===== config.mk =====
export PLATFORM = sky130hd
export DESIGN_NAME = instr_mem_loader
export DESIGN_NICKNAME = d
export VERILOG_FILES = /design/src/rtl/instr_mem_loader.sv
export SDC_FILE = /design/constraint.sdc
export NUM_CORES = 1
export LEC_CHECK = 0
export BUFFER_PORTS_ARGS = -buffer_cell sky130_fd_sc_hd__buf_2
export CAP_MARGIN = 20
export CORE_ASPECT_RATIO = 0.6
export CORE_UTILIZATION = 50
export CTS_CLUSTER_SIZE = 14
export DETAILED_ROUTE_END_ITERATION = 8
export GPL_ROUTABILITY_DRIVEN = 0
export GPL_TIMING_DRIVEN = 0
export PLACE_DENSITY = 0.76
export SLEW_MARGIN = 20
export SYNTH_ARGS = -nofsm -noshare
export SYNTH_HDL_FRONTEND = slang
export SYNTH_SLANG_ARGS = --single-unit

===== constraint.sdc =====
create_clock -name clk_i -period 2.7 [get_ports clk_i]
set_clock_uncertainty 0.1 [all_clocks]
set_input_delay 0.27 -clock clk_i [delete_from_list [all_inputs] [get_ports clk_i]]
set_output_delay 0.27 -clock clk_i [all_outputs]
set_load 0.02 [all_outputs]

===== src/rtl/instr_mem_loader.sv =====
// instr_mem_loader: streams 32-bit words into byte-wide little-endian memory and holds the CPU until a load completes
module instr_mem_loader #(
  parameter int ADDR_W = 10,
  parameter int CNT_W  = 8
) (
  input  logic              clk_i,
  input  logic              rst_ni,
  input  logic              start_i,
  input  logic [ADDR_W-1:0] base_addr_i,
  input  logic [CNT_W-1:0]  word_count_i,
  input  logic              in_valid_i,
  input  logic [31:0]       in_data_i,
  output logic              in_ready_o,
  output logic              mem_we_o,
  output logic [ADDR_W-1:0] mem_addr_o,
  output logic [7:0]        mem_wdata_o,
  output logic              cpu_hold_o,
  output logic              busy_o,
  output logic              done_o,
  output logic              err_o
);
  typedef enum logic [2:0] {IDLE, WAIT, WR0, WR1, WR2, WR3, DONE} state_e;
  state_e            state_q, state_d;
  logic [ADDR_W-1:0] addr_q, addr_d;
  logic [CNT_W-1:0]  cnt_q, cnt_d;
  logic [31:0]       word_q, word_d;
  logic              err_q, err_d, hold_q, hold_d;
  logic              wr, top, last;
  assign wr  = state_q inside {WR0, WR1, WR2, WR3};
  assign top = &addr_q;
  assign last = (state_q == WR3) && (cnt_q == CNT_W'(1));
  always_comb begin
    state_d = state_q;
    addr_d  = addr_q;
    cnt_d   = cnt_q;
    word_d  = word_q;
    err_d   = err_q;
    hold_d  = hold_q;
    case (state_q)
      IDLE: if (start_i) begin
        err_d = 1'b0;
        if (word_count_i == '0) begin
          state_d = DONE;
          hold_d  = 1'b0;
        end else begin
          state_d = WAIT;
          addr_d  = base_addr_i;
          cnt_d   = word_count_i;
          hold_d  = 1'b1;
        end
      end
      WAIT: if (in_valid_i) begin
        word_d  = in_data_i;
        state_d = WR0;
      end
      WR0, WR1, WR2, WR3: begin
        cnt_d = (state_q == WR3) ? cnt_q - CNT_W'(1) : cnt_q;
        // the top byte ends the load; abort with err only if bytes remain
        if (last || top) begin
          state_d = DONE;
          hold_d  = 1'b0;
          err_d   = !last;
        end else begin
          addr_d  = addr_q + ADDR_W'(1);
          state_d = state_q == WR0 ? WR1 : state_q == WR1 ? WR2 : state_q == WR2 ? WR3 : WAIT;
        end
      end
      DONE:    state_d = IDLE;
      default: state_d = IDLE;
    endcase
  end
  always_ff @(posedge clk_i or negedge rst_ni) begin
    if (!rst_ni) begin
      state_q <= IDLE;
      addr_q  <= '0;
      cnt_q   <= '0;
      word_q  <= '0;
      err_q   <= 1'b0;
      hold_q  <= 1'b1;
    end else begin
      state_q <= state_d;
      addr_q  <= addr_d;
      cnt_q   <= cnt_d;
      word_q  <= word_d;
      err_q   <= err_d;
      hold_q  <= hold_d;
    end
  end
  assign in_ready_o  = state_q == WAIT;
  assign mem_we_o    = wr;
  assign mem_addr_o  = addr_q;
  assign mem_wdata_o = state_q == WR0 ? word_q[7:0]   :
                       state_q == WR1 ? word_q[15:8]  :
                       state_q == WR2 ? word_q[23:16] :
                       state_q == WR3 ? word_q[31:24] : 8'h00;
  assign busy_o      = state_q inside {WAIT, WR0, WR1, WR2, WR3};
  assign done_o      = state_q == DONE;
  assign err_o       = err_q;
  assign cpu_hold_o  = hold_q;
endmodule


Yosys cells after proc, flatten, opt, wreduce, memory -nomap -nowiden
Cells that the tools add are included.
{"block": "op_classes", "addsub": 2, "eq_ne": 13, "mux": 27, "reduce_logical": 15}
{"op": "$mux 8", "count": 7}
{"op": "$mux 10", "count": 3}
{"op": "$mux 3", "count": 7}
{"op": "$pmux 10 s2", "count": 1}
{"op": "$pmux 8 s2", "count": 1}
{"op": "$ne 2x2->1 const B", "count": 6}
{"op": "$add 10x1->10 const B", "count": 1}
{"op": "$reduce_and 10->1", "count": 1}
{"op": "$eq 3x3->1 const B", "count": 3}
{"op": "$pmux 3 s3", "count": 1}
{"op": "$eq 8x1->1 const B", "count": 1}
{"op": "$logic_not 8->1", "count": 1}
{"op": "$reduce_and 4->1", "count": 2}
{"op": "$sub 8x1->8 const B", "count": 1}
{"op": "$eq 3x2->1 const B", "count": 2}
{"op": "$mux 1", "count": 5}
{"op": "$reduce_bool 5->1", "count": 1}
{"op": "$pmux 1 s2", "count": 2}
{"op": "$reduce_and 2->1", "count": 2}
{"op": "$reduce_bool 4->1", "count": 1}
{"op": "$reduce_or 4->1", "count": 1}
{"op": "$eq 3x1->1 const B", "count": 1}
{"op": "$logic_not 3->1", "count": 1}
{"op": "$reduce_and 3->1", "count": 1}
{"op": "other kinds (4)", "count": 4}
{"block": "totals", "register_bits": 55, "inputBits": 54, "out_inout_bits": 24}

Depth between registers and ports, before layout
Gate-level depths: netlist of run 1.
{"block": "depth", "ltp_word": 6, "ltp_mapped": 7, "depth_no_buf": 7}

Worst setup path before layout of run 1
Ideal clock, no wire load.
{"block": "synth_timing", "kind": "reg2reg", "start": "register addr_q[0] (netlist: mem_addr_o[0])", "end": "register addr_q[7] (netlist: mem_addr_o[7])", "arrival_time_ps": 1850, "path_slack_ps": 655, "stages_incl_launch_ff": 8, "period_less_slack_ps": 2045, "cell_sequence": "dfrtp_1 ha_1 and4_1 and3_1 clkbuf_1 o21ai_4 a21oi_1 a311oi_2"}
{"block": "synth_via", "elab_chain_cells": 4, "elab_cells_between_ends": 7, "classes_between": "add/sub: 1; eq/ne: 1; mux: 2; reduce/logical: 3"}
{"item": "start, declared", "line": "24", "text": "logic [ADDR_W-1:0] addr_q, addr_d;"}
{"item": "start signal, assigned", "line": "82", "text": "addr_q <= addr_d;"}
{"item": "branches (longest 4 deep; another with $add 10x1->10)"}
Parallel ways; which one is timed is not known. The select of a mux whose other input is x is not followed.
A chain may end at the register's enable or synchronous reset.

Final worst setup path of run 1
{"block": "layout_timing", "start": "register state_q[1]", "end": "output port busy_o"}
{"block": "layout_via", "elab_chain_cells": 2, "elab_cells_between_ends": 6, "classes_between": "eq/ne: 5; reduce/logical: 1"}
{"item": "start, declared", "line": "23", "text": "state_e state_q, state_d;"}
{"item": "start signal, assigned", "line": "81", "text": "state_q <= state_d;"}
{"item": "$eq 3x1->1 (tied with other cells)", "line": "96", "text": "assign busy_o = state_q inside {WAIT, WR0, WR1, WR2, WR3};"}
{"item": "$reduce_bool 5->1 *", "line": "96"}
{"item": "end, declared", "line": "18", "text": "output logic busy_o,"}
Mark *: on every way between the ends. The rest lies on a longest branch, timed or not.

==> impl_metrics.json, run 1 <==
{
  "run_status": "finished clean",
  "cts_setup_buffers": 0,
  "clockBufferDepth": 2,
  "period_minus_slack_ps": 2440,
  "fp.dieW_um": 102,
  "grt-ovfl-total": 0,
  "setup-violations-final": 0,
  "grt_max_degree": 56,
  "drv_slew": 0,
  "yosysSeqAreaShare_pct": 46.3,
  "synth_seq_cells": 55,
  "synthTopCellsByArea": "dfrtp_1, mux2_1, a21oi_1",
  "first_pass_iters": 5,
  "crit_fanout": 10,
  "pwr_density_cell_nw_per_um2": 1310,
  "end_kind": "primary output",
  "cts-buffers-inserted": 5,
  "drt-total-wl_mm": 7.57,
  "tightest_slew_ps": 698,
  "max_cap_violations": 0,
  "finalSetupTns_ps": 0,
  "final_cell_mix": "buf_2, dfrtp_1, a21oi_1, mux2_1, nor2_1",
  "rsz0062_at_grt": "no",
  "cts.sinks": 55,
  "slew_headroom_pct": 53.4,
  "ir_drop_mv": 0.619,
  "holdCritStartpoint": "in_data_i[4]",
  "whs_ps": 70.1,
  "dpl_worst_slack_ps": 447,
  "clk_pin_slew_ps": 100,
  "ios": 78,
  "syn_to_final_growth_pct": 20.3,
  "root_buffer": "clkbuf_8",
  "startpoint": "state_q[1]$_DFFE_PN0P_",
  "yosysTopAreaCell": "dfrtp_1",
  "synth-edff-count": 0,
  "fp.coreArea_sq_um": 5650,
  "synth_warnings": 0,
  "track_usage_pct": 24.8,
  "final.setup.worst_slack_ps": 263,
  "leakagePower_uw": 0.00160,
  "synth_area_sq_um": 2980,
  "initial_utilization_pct": 52.7,
  "cp_data_arrival_time_ps": 2070,
  "antenna_found_initial": 0,
  "crit_required_ps": 2330,
  "h-tree-depth": 2,
  "grt_pass1_wl_mm": 11.8,
  "remaining_drc_errors": 0,
  "diodes": 0,
  "grt_pass1_vias": 2361,
  "initialDrtViolationCount": 247,
  "drive_above_1_share_pct": 27.1,
  "vias": 2702,
  "portBuffers": 77,
  "holdCritPathClass": "in -> reg",
  "clock_latency_ps": 310,
  "tritoncts": "built",
  "synthCells": 299,
  "ant_nets": 0,
  "die_y_um": 61.8,
  "vias_per_cell": 5.82,
  "fin_nets": 441,
  "cp-start-kind": "flip-flop",
  "dpl.hpwl_mm": 5.53,
  "period_share_pct": 90.2,
  "synth_top_area_share_pct": 45.4,
  "max_freq_ghz": 0.410,
  "hold_violations": 0,
  "synth_top_flop_cell": "dfrtp_1",
  "ctsResizeCount": 0,
  "postSynthAreaPerCell_sq_um": 9.96,
  "dieArea_sq_um": 6280,
  "mostFrequentLayoutCell": "buf_2",
  "rr_startpoint": "mem_addr_o[0]$_DFFE_PN0P_",
  "rows": 21,
  "synth_fp_nets": 356,
  "wl_per_cell_um": 16.3,
  "synth.distinct_cells": 55,
  "async_reset_ff_share_pct": 100,
  "critPathKind": "reg -> out"
}
[critical path, stage by stage, from the launching register on]
cell and delay [ps]:
dfrtp_1 410, buf_2 190, xnor2_1 390, clkbuf_1 430, o21ai_0 150, buf_2 190
[per-layer routing]
layer  vias to the layer above  part of all wire (%)  track usage, %  routed length, um
met1                      1310                    47            38.3               3590
met3                         8                   7.8            4.81                592
li1                       1262                     -               -                  -
met4                         0                  0.70            3.73                 53
met5                         -                     0               0                  0
met2                       122                    44            36.8               3340
[cells by family (layout without fill, tap and decap cells)]
family / after synthesis / after routing / share of synthesized area [%]
AO/OA/AOI/OAI: 75 / 75 / 16.7
XOR/XNOR: 1 / 1 / 0.294
adder cells (fa/ha/maj): 3 / 3 / 1.26
buffers and inverters: 24 / 109 / 3.66
flip-flops: 55 / 55 / 46.3
multiplexers: 41 / 41 / 15.1
AND/OR/NAND/NOR: 100 / 100 / 16.6
[Yosys cell counts, drive strengths merged (3+ instances only)]
cell type / count
a21oi: 29
o221a: 3
nor3: 13
nand2: 25
nor2b: 3
inv: 5
clkbuf: 11
nor4: 3
nand3: 10
dfrtp: 54
and3: 3
ha: 3
o22ai: 6
mux2i: 9
nand2b: 4
a31oi: 5
o21ai: 14
a221oi: 6
mux2: 32
buf: 8
nor2: 26
[stage by stage]
stage / instances / instance area (sq um) / power, uW / utilization [%]
after floorplan: 299 / 2980 / 3380 / -
after global placement: 456 / 3460 / 4040 / 61.3
after detailed placement: 456 / 3460 / 4130 / 61.3
after CTS: 464 / 3580 / 4680 / 63.4
after global routing: 464 / 3580 / 5050 / 63.4
final: 464 / 3580 / 4700 / 63.4
[final timing paths]
check / slack, ps / depth (start not counted) / end
max reg2reg: 370 / 6 / mem_addr_o[6]$_DFFE_PN0P_
min in group asynchronous: 440 / 2 / cnt_q[3]$_DFFE_PN0P_
max in group asynchronous: 1600 / 2 / mem_addr_o[7]$_DFFE_PN0P_
max: 260 / 5 / busy_o
min reg2reg: 400 / 1 / word_q[7]$_DFFE_PN0P_
min: 70 / 2 / word_q[4]$_DFFE_PN0P_
[area by class of cell]
class                           instances  area, sq um
Fill cell                             507         2070
Multi-Input combinational cell        220         1490
Sequential cell                        55         1380
Timing Repair Buffer                   78          398
Tap cell                               80          100
Buffer                                 19         90.1
Clock buffer                            5         68.8
Clock inverter                          2         37.5
Inverter                                5         18.8
[power by group]
part	switching, uW	leakage [uW]	internal, uW
registers	325	0.000640	1240
logic	1560	0.000905	1020
clock network	274	0.0000502	272
total	2160	0.00160	2540
[sequential cells by signal (all words and copies together) (netlist names)]
register    cells
err_o           1
word_q         32
state_q         3
mem_addr_o     10
cpu_hold_o      1
cnt_q           8
[repair_timing]
action | in CTS | in global routing
hold buffers | 1 | 0
setup endpoints to repair | 0 | 0
hold endpoints to repair | 54 | 0
Power figures use the tool's default switching activity.
==> run 2, diff against run 1 <==
Settings changed: CELL_PAD_IN_SITES_DETAIL_PLACEMENT set to 1, CELL_PAD_IN_SITES_GLOBAL_PLACEMENT set to 1, CORE_UTILIZATION 50 to 40, PLACE_DENSITY 0.76 to unset, PLACE_DENSITY_LB_ADDON set to 0.1.
==> run 2 against run 1 <==
Effect of this change: clock power rose by 18%; critical path depth up 2; non-clock buffer count did not move; sequential power barely moved; final area rose by 1.7%; power is 2.9% higher; routed wire length rose by 13%; utilization down 11 points; final cell count increased by 4.5%; first-iteration DRC count decreased by 54%; largest power group unchanged.
==> impl_metrics.json, run 2 (synthesized netlist as in run 1, its figures left out) <==
{
  "mostFrequentLayoutCell": "buf_2",
  "rows": 23,
  "clkPwrFrac_pct": 13.4,
  "rr_startpoint": "mem_addr_o[0]$_DFFE_PN0P_",
  "portBuffers": 77,
  "initialDrtViolationCount": 113,
  "final_cell_mix": "buf_2, dfrtp_1, a21oi_1, mux2_1, nor2_1",
  "leakagePower_uw": 0.00161,
  "crit_fanout": 10,
  "cp_data_arrival_time_ps": 2090,
  "grt_pass1_wl_mm": 13.6,
  "ir_drop_mv": 0.390,
  "cts-buffers-inserted": 5,
  "wl_per_cell_um": 17.6,
  "tightest_slew_ps": 729,
  "drive_above_1_share_pct": 27.0,
  "root_buffer": "clkbuf_16",
  "end_kind": "primary output",
  "regArea_sq_um": 1380,
  "h-tree-depth": 2,
  "startpoint": "state_q[1]$_DFFE_PN0P_",
  "fillers": 837,
  "seq_power_share_pct": 32.5,
  "fp.coreArea_sq_um": 6940,
  "comb_power_share_pct": 54.1,
  "p_sw_share_pct": 46.0,
  "regMostFlops": "word_q",
  "holdCritStartpoint": "in_data_i[5]",
  "vias_per_cell": 5.47,
  "slowest_stage": "dfrtp_1",
  "max_freq_ghz": 0.406,
  "drv_slew": 0,
  "dieArea_sq_um": 7800,
  "p_sw_uw": 2220,
  "grt_max_degree": 56,
  "grt-ovfl-total": 0,
  "max_cap_violations": 0,
  "vias": 2654,
  "fin_util_pct": 52.5,
  "remaining_drc_errors": 0,
  "clk_pin_slew_ps": 70,
  "slowest_delay_ps": 410,
  "run_status": "finished clean",
  "track_usage_pct": 22.8,
  "fp.dieW_um": 113,
  "cts_setup_buffers": 0,
  "antenna_found_initial": 0,
  "grt_pass1_vias": 2644,
  "die_y_um": 68.8,
  "syn_to_final_growth_pct": 22.3,
  "crit_required_ps": 2330,
  "initial_utilization_pct": 42.9,
  "holdCritPathClass": "in -> reg",
  "dpl.hpwl_mm": 6.52,
  "diodes": 0,
  "rsz0062_at_grt": "no",
  "period_minus_slack_ps": 2460,
  "cts.sinks": 55,
  "setup-violations-final": 0,
  "worstPathCellList": "buf_2, inv_1, nand2_1, nor2_1, a221oi_1, nor2_1, buf_2",
  "critPathKind": "reg -> out",
  "drt-total-wl_mm": 8.52,
  "fin_nets": 441,
  "slew_headroom_pct": 51.4,
  "finalSetupTns_ps": 0,
  "p_int_uw": 2610,
  "period_share_pct": 91.2,
  "pwr_density_cell_nw_per_um2": 1330,
  "ant_nets": 0,
  "ios": 78,
  "largest_reg_flops": 32,
  "first_pass_iters": 4,
  "multi_input_area_sq_um": 1490,
  "cp-start-kind": "flip-flop",
  "clock_latency_ps": 290,
  "hold_violations": 0,
  "tritoncts": "built",
  "clockBufferDepth": 2
}
[run 2: changes by cell type in the layout (fill, tap and decap cells not counted)]
cell,change
bufinv_16,-1
clkbuf_8,-5
clkinv_2,+1
clkbuf_16,+5
clkbuf_1,+1
[run 2: path summary, 6_finish.rpt]
kind / to / slack (ps) / cells past startpoint
max: mem_wdata_o[6] / 240 / 7
min: word_q[5]$_DFFE_PN0P_ / 90 / 2
max reg2reg: mem_addr_o[7]$_DFFE_PN0P_ / 420 / 6
min reg2reg: word_q[8]$_DFFE_PN0P_ / 390 / 1
max in group asynchronous: word_q[13]$_DFFE_PN0P_ / 1530 / 2
min in group asynchronous: mem_addr_o[2]$_DFFE_PN0P_ / 480 / 2
[run 2: timing repair]
action,4_1_cts,5_1_grt
gates resized for setup,0,0
endpoints found under the hold margin,54,0
hold buffers,1,0
[run 2: final cells by class]
type                       instances  area share (%)
buffer                            19            2.47
multi-input combinational        220            40.9
inverter                           5           0.515
clock inverter                     2           0.344
sequential                        55            37.8
timing repair buffer              78            10.9
clock buffer                       6            3.54
tap                              100            3.44
[run 2: worst max-delay path: cells and delay by family, from the launching register on]
kind	cells	cell delay, ps
AOI/OAI and AO/OA	1	140
and+or+nand+nor	3	710
buffers and inverters	3	540
DFF	1	410
[run 2: routing by layer]
metal	track usage, %	vias to the layer above	wire (um)
met4	2.80	0	30
met3	4.46	5	392
met2	35.8	63	3660
met5	0	-	0
met1	33.4	1316	4430
li1	-	1270	-
[run 2: metrics by stage]
| stage | worst slack [ps] | cells | hold WS (ps) | total power [uW] | area (sq um) |
|---|---|---|---|---|---|
| 4_1_cts | 221 | 485 | 84.2 | 4870 | 3640 |
| 2_1_floorplan | 655 | 299 | -126 | 3380 | 2980 |
| 3_3_place_gp | 440 | 476 | 368 | 4090 | 3490 |
| 3_5_place_dp | 426 | 476 | 275 | 4210 | 3490 |
| 5_1_grt | 92.5 | 485 | 91.6 | 5210 | 3640 |
| 6_report | 238 | 485 | 87.1 | 4840 | 3640 |
[run 2: power by group through the flow]
stage                     Combinational, uW  Clock [uW]  Sequential, uW
final                                  2620         646            1570
after global routing                   2900         682            1630
after CTS                              2640         659            1570
after detailed placement               2620           0            1590
after global placement                 2530           0            1560
after floorplan                        1790           0            1590
==> run 3, diff against run 2 <==
Settings changed: CORE_ASPECT_RATIO 0.6 to unset.
Clock period 2.7 ns to 2.3 ns, I/O delays scaled along.
==> run 3 against run 2 <==
Effect of this change: final area grew 0.55%; worst hold slack worse by 63 ps; via count is 2.0% lower; largest power group unchanged; sequential share of layout area decreased by 0.21 points; power up 15%; register-to-register slack got worse by 250 ps; clock power fell by 12%; utilization decreased by 1.8 points; die area fell by 0.14%.
==> impl_metrics.json, run 3 (synthesized netlist as in run 1, its figures left out) <==
{
  "slew_headroom_pct": 52.8,
  "ios": 78,
  "mostFrequentLayoutCell": "buf_2",
  "grt_pass1_wl_mm": 13.1,
  "drv_slew": 0,
  "crit_required_ps": 1970,
  "syn_to_final_growth_pct": 23.0,
  "holdCritPathClass": "in -> reg",
  "hold_violations": 0,
  "grt-ovfl-total": 0,
  "dpl.hpwl_mm": 5.75,
  "clkPwrFrac_pct": 10.2,
  "clockBufferDepth": 2,
  "cp-start-kind": "flip-flop",
  "clk_pin_slew_ps": 110,
  "r2r_slack_ps": 170,
  "final_cell_mix": "buf_2, dfrtp_1, a21oi_1, mux2_1, nor2_1",
  "vias": 2601,
  "multi_input_area_sq_um": 1560,
  "drive_above_1_share_pct": 32.3,
  "vias_per_cell": 5.42,
  "first_pass_iters": 4,
  "initial_utilization_pct": 41.3,
  "comb_power_share_pct": 56.2,
  "tritoncts": "built",
  "max_cap_violations": 0,
  "fillers": 885,
  "slowest_stage": "dfrtp_1",
  "wl_per_cell_um": 16.3,
  "grt_pass1_vias": 2716,
  "cts-buffers-inserted": 5,
  "run_status": "finished clean",
  "root_buffer": "clkbuf_8",
  "track_usage_pct": 21.8,
  "rr_worst_depth": 6,
  "fp.coreArea_sq_um": 7210,
  "p_sw_uw": 2590,
  "remaining_drc_errors": 0,
  "diodes": 0,
  "final.setup.worst_slack_ps": 158,
  "initialDrtViolationCount": 84,
  "max_freq_ghz": 0.467,
  "period_share_pct": 93.1,
  "tightest_slew_ps": 708,
  "regArea_sq_um": 1380,
  "p_sw_share_pct": 46.7,
  "crit_fanout": 10,
  "setup-violations-final": 0,
  "cts.sinks": 55,
  "portBuffers": 77,
  "seq_power_share_pct": 33.6,
  "rows": 31,
  "ant_nets": 0,
  "hold_path_depth": 2,
  "rr_endpoint": "mem_addr_o[8]$_DFFE_PN0P_",
  "largest_reg_flops": 32,
  "ir_drop_mv": 0.529,
  "clock_latency_ps": 310,
  "die_y_um": 88.3,
  "fp.dieW_um": 88.3,
  "cp_data_arrival_time_ps": 1810,
  "slowest_delay_ps": 420,
  "grt_max_degree": 56,
  "pwr_density_cell_nw_per_um2": 1510,
  "p_int_uw": 2960,
  "rr_startpoint": "state_q[0]$_DFFE_PN0P_",
  "critPathKind": "reg -> out",
  "dpl_worst_slack_ps": 1.69,
  "dieArea_sq_um": 7790,
  "holdCritStartpoint": "in_data_i[15]",
  "end_kind": "primary output",
  "fin_util_pct": 50.7,
  "drt-total-wl_mm": 7.81,
  "worstPathCellList": "buf_2, xnor2_2, clkbuf_4, o21ai_0, buf_2",
  "leakagePower_uw": 0.00163,
  "h-tree-depth": 2,
  "regMostFlops": "word_q",
  "crit_top_cell": "buf_2",
  "worstHoldEndpoint": "word_q[15]$_DFFE_PN0P_",
  "period_minus_slack_ps": 2140,
  "antenna_found_initial": 0,
  "rsz0062_at_grt": "yes",
  "fin_nets": 437
}
-- run 3: repair_timing --
action / CTS / global route
hold endpoints to repair: 54 / 0
setup endpoints to repair: 8 / 19
hold buffers: 1 / 0
gates resized for setup: 10 / 18
setup buffers: 0 / 0
-- run 3: worst max-delay path by stage --
stage                              start  slack [ps]                        end
5_1_grt           state_q[2]$_DFFE_PN0P_         -20                     busy_o
4_1_cts           state_q[1]$_DFFE_PN0P_           8             mem_wdata_o[2]
3_5_place_dp   mem_addr_o[0]$_DFFE_PN0P_           2  mem_addr_o[7]$_DFFE_PN0P_
2_1_floorplan  mem_addr_o[0]$_DFFE_PN0P_         250  mem_addr_o[7]$_DFFE_PN0P_
3_3_place_gp   mem_addr_o[0]$_DFFE_PN0P_          40  mem_addr_o[7]$_DFFE_PN0P_
6_report          state_q[2]$_DFFE_PN0P_         160                     busy_o
-- run 3: power groups by stage --
| stage | clock [uW] | combinational [uW] | sequential [uW] |
|---|---|---|---|
| 2_1_floorplan | 0 | 2110 | 1860 |
| 3_3_place_gp | 0 | 2950 | 1830 |
| 3_5_place_dp | 0 | 3040 | 1860 |
| 4_1_cts | 589 | 3110 | 1840 |
| 5_1_grt | 618 | 3480 | 1930 |
| 6_report | 567 | 3110 | 1860 |
-- run 3: final cells by class --
cell class                 count  share of cell area, %
clock buffer                   5                   1.88
sequential                    55                   37.6
clock inverter                 3                  0.615
tap                           99                   3.38
inverter                       5                  0.513
buffer                        15                   2.39
timing repair buffer          78                   10.9
multi-input combinational    220                   42.7
-- run 3: stage by stage --
stage / std cells / setup TNS (ps) / instance area [sq um] / power (uW) / hold slack (ps)
after floorplan: 299 / 0 / 2980 / 3970 / -166
after global placement: 475 / 0 / 3490 / 4780 / 346
after detailed placement: 475 / 0 / 3490 / 4890 / 235
after CTS: 482 / 0 / 3620 / 5540 / 16.8
after global routing: 480 / -22.6 / 3660 / 6030 / 27.4
final: 480 / 0 / 3660 / 5540 / 24.3
-- run 3: critical path, delay by kind of cell, from the launching register on --
kind	cells	cell delay, ps
DFF	1	420
xor gates and xnor gates	1	270
buffers and inverters	3	690
AOI/OAI and AO/OA	1	130
-- run 3: metal layers --
metal	track usage [%]	vias to the layer above	wire length (um)
met5	0	-	0
met4	5.13	0	68
met3	4.85	5	381
met2	37.4	57	3850
met1	28.2	1278	3510
li1	-	1261	-
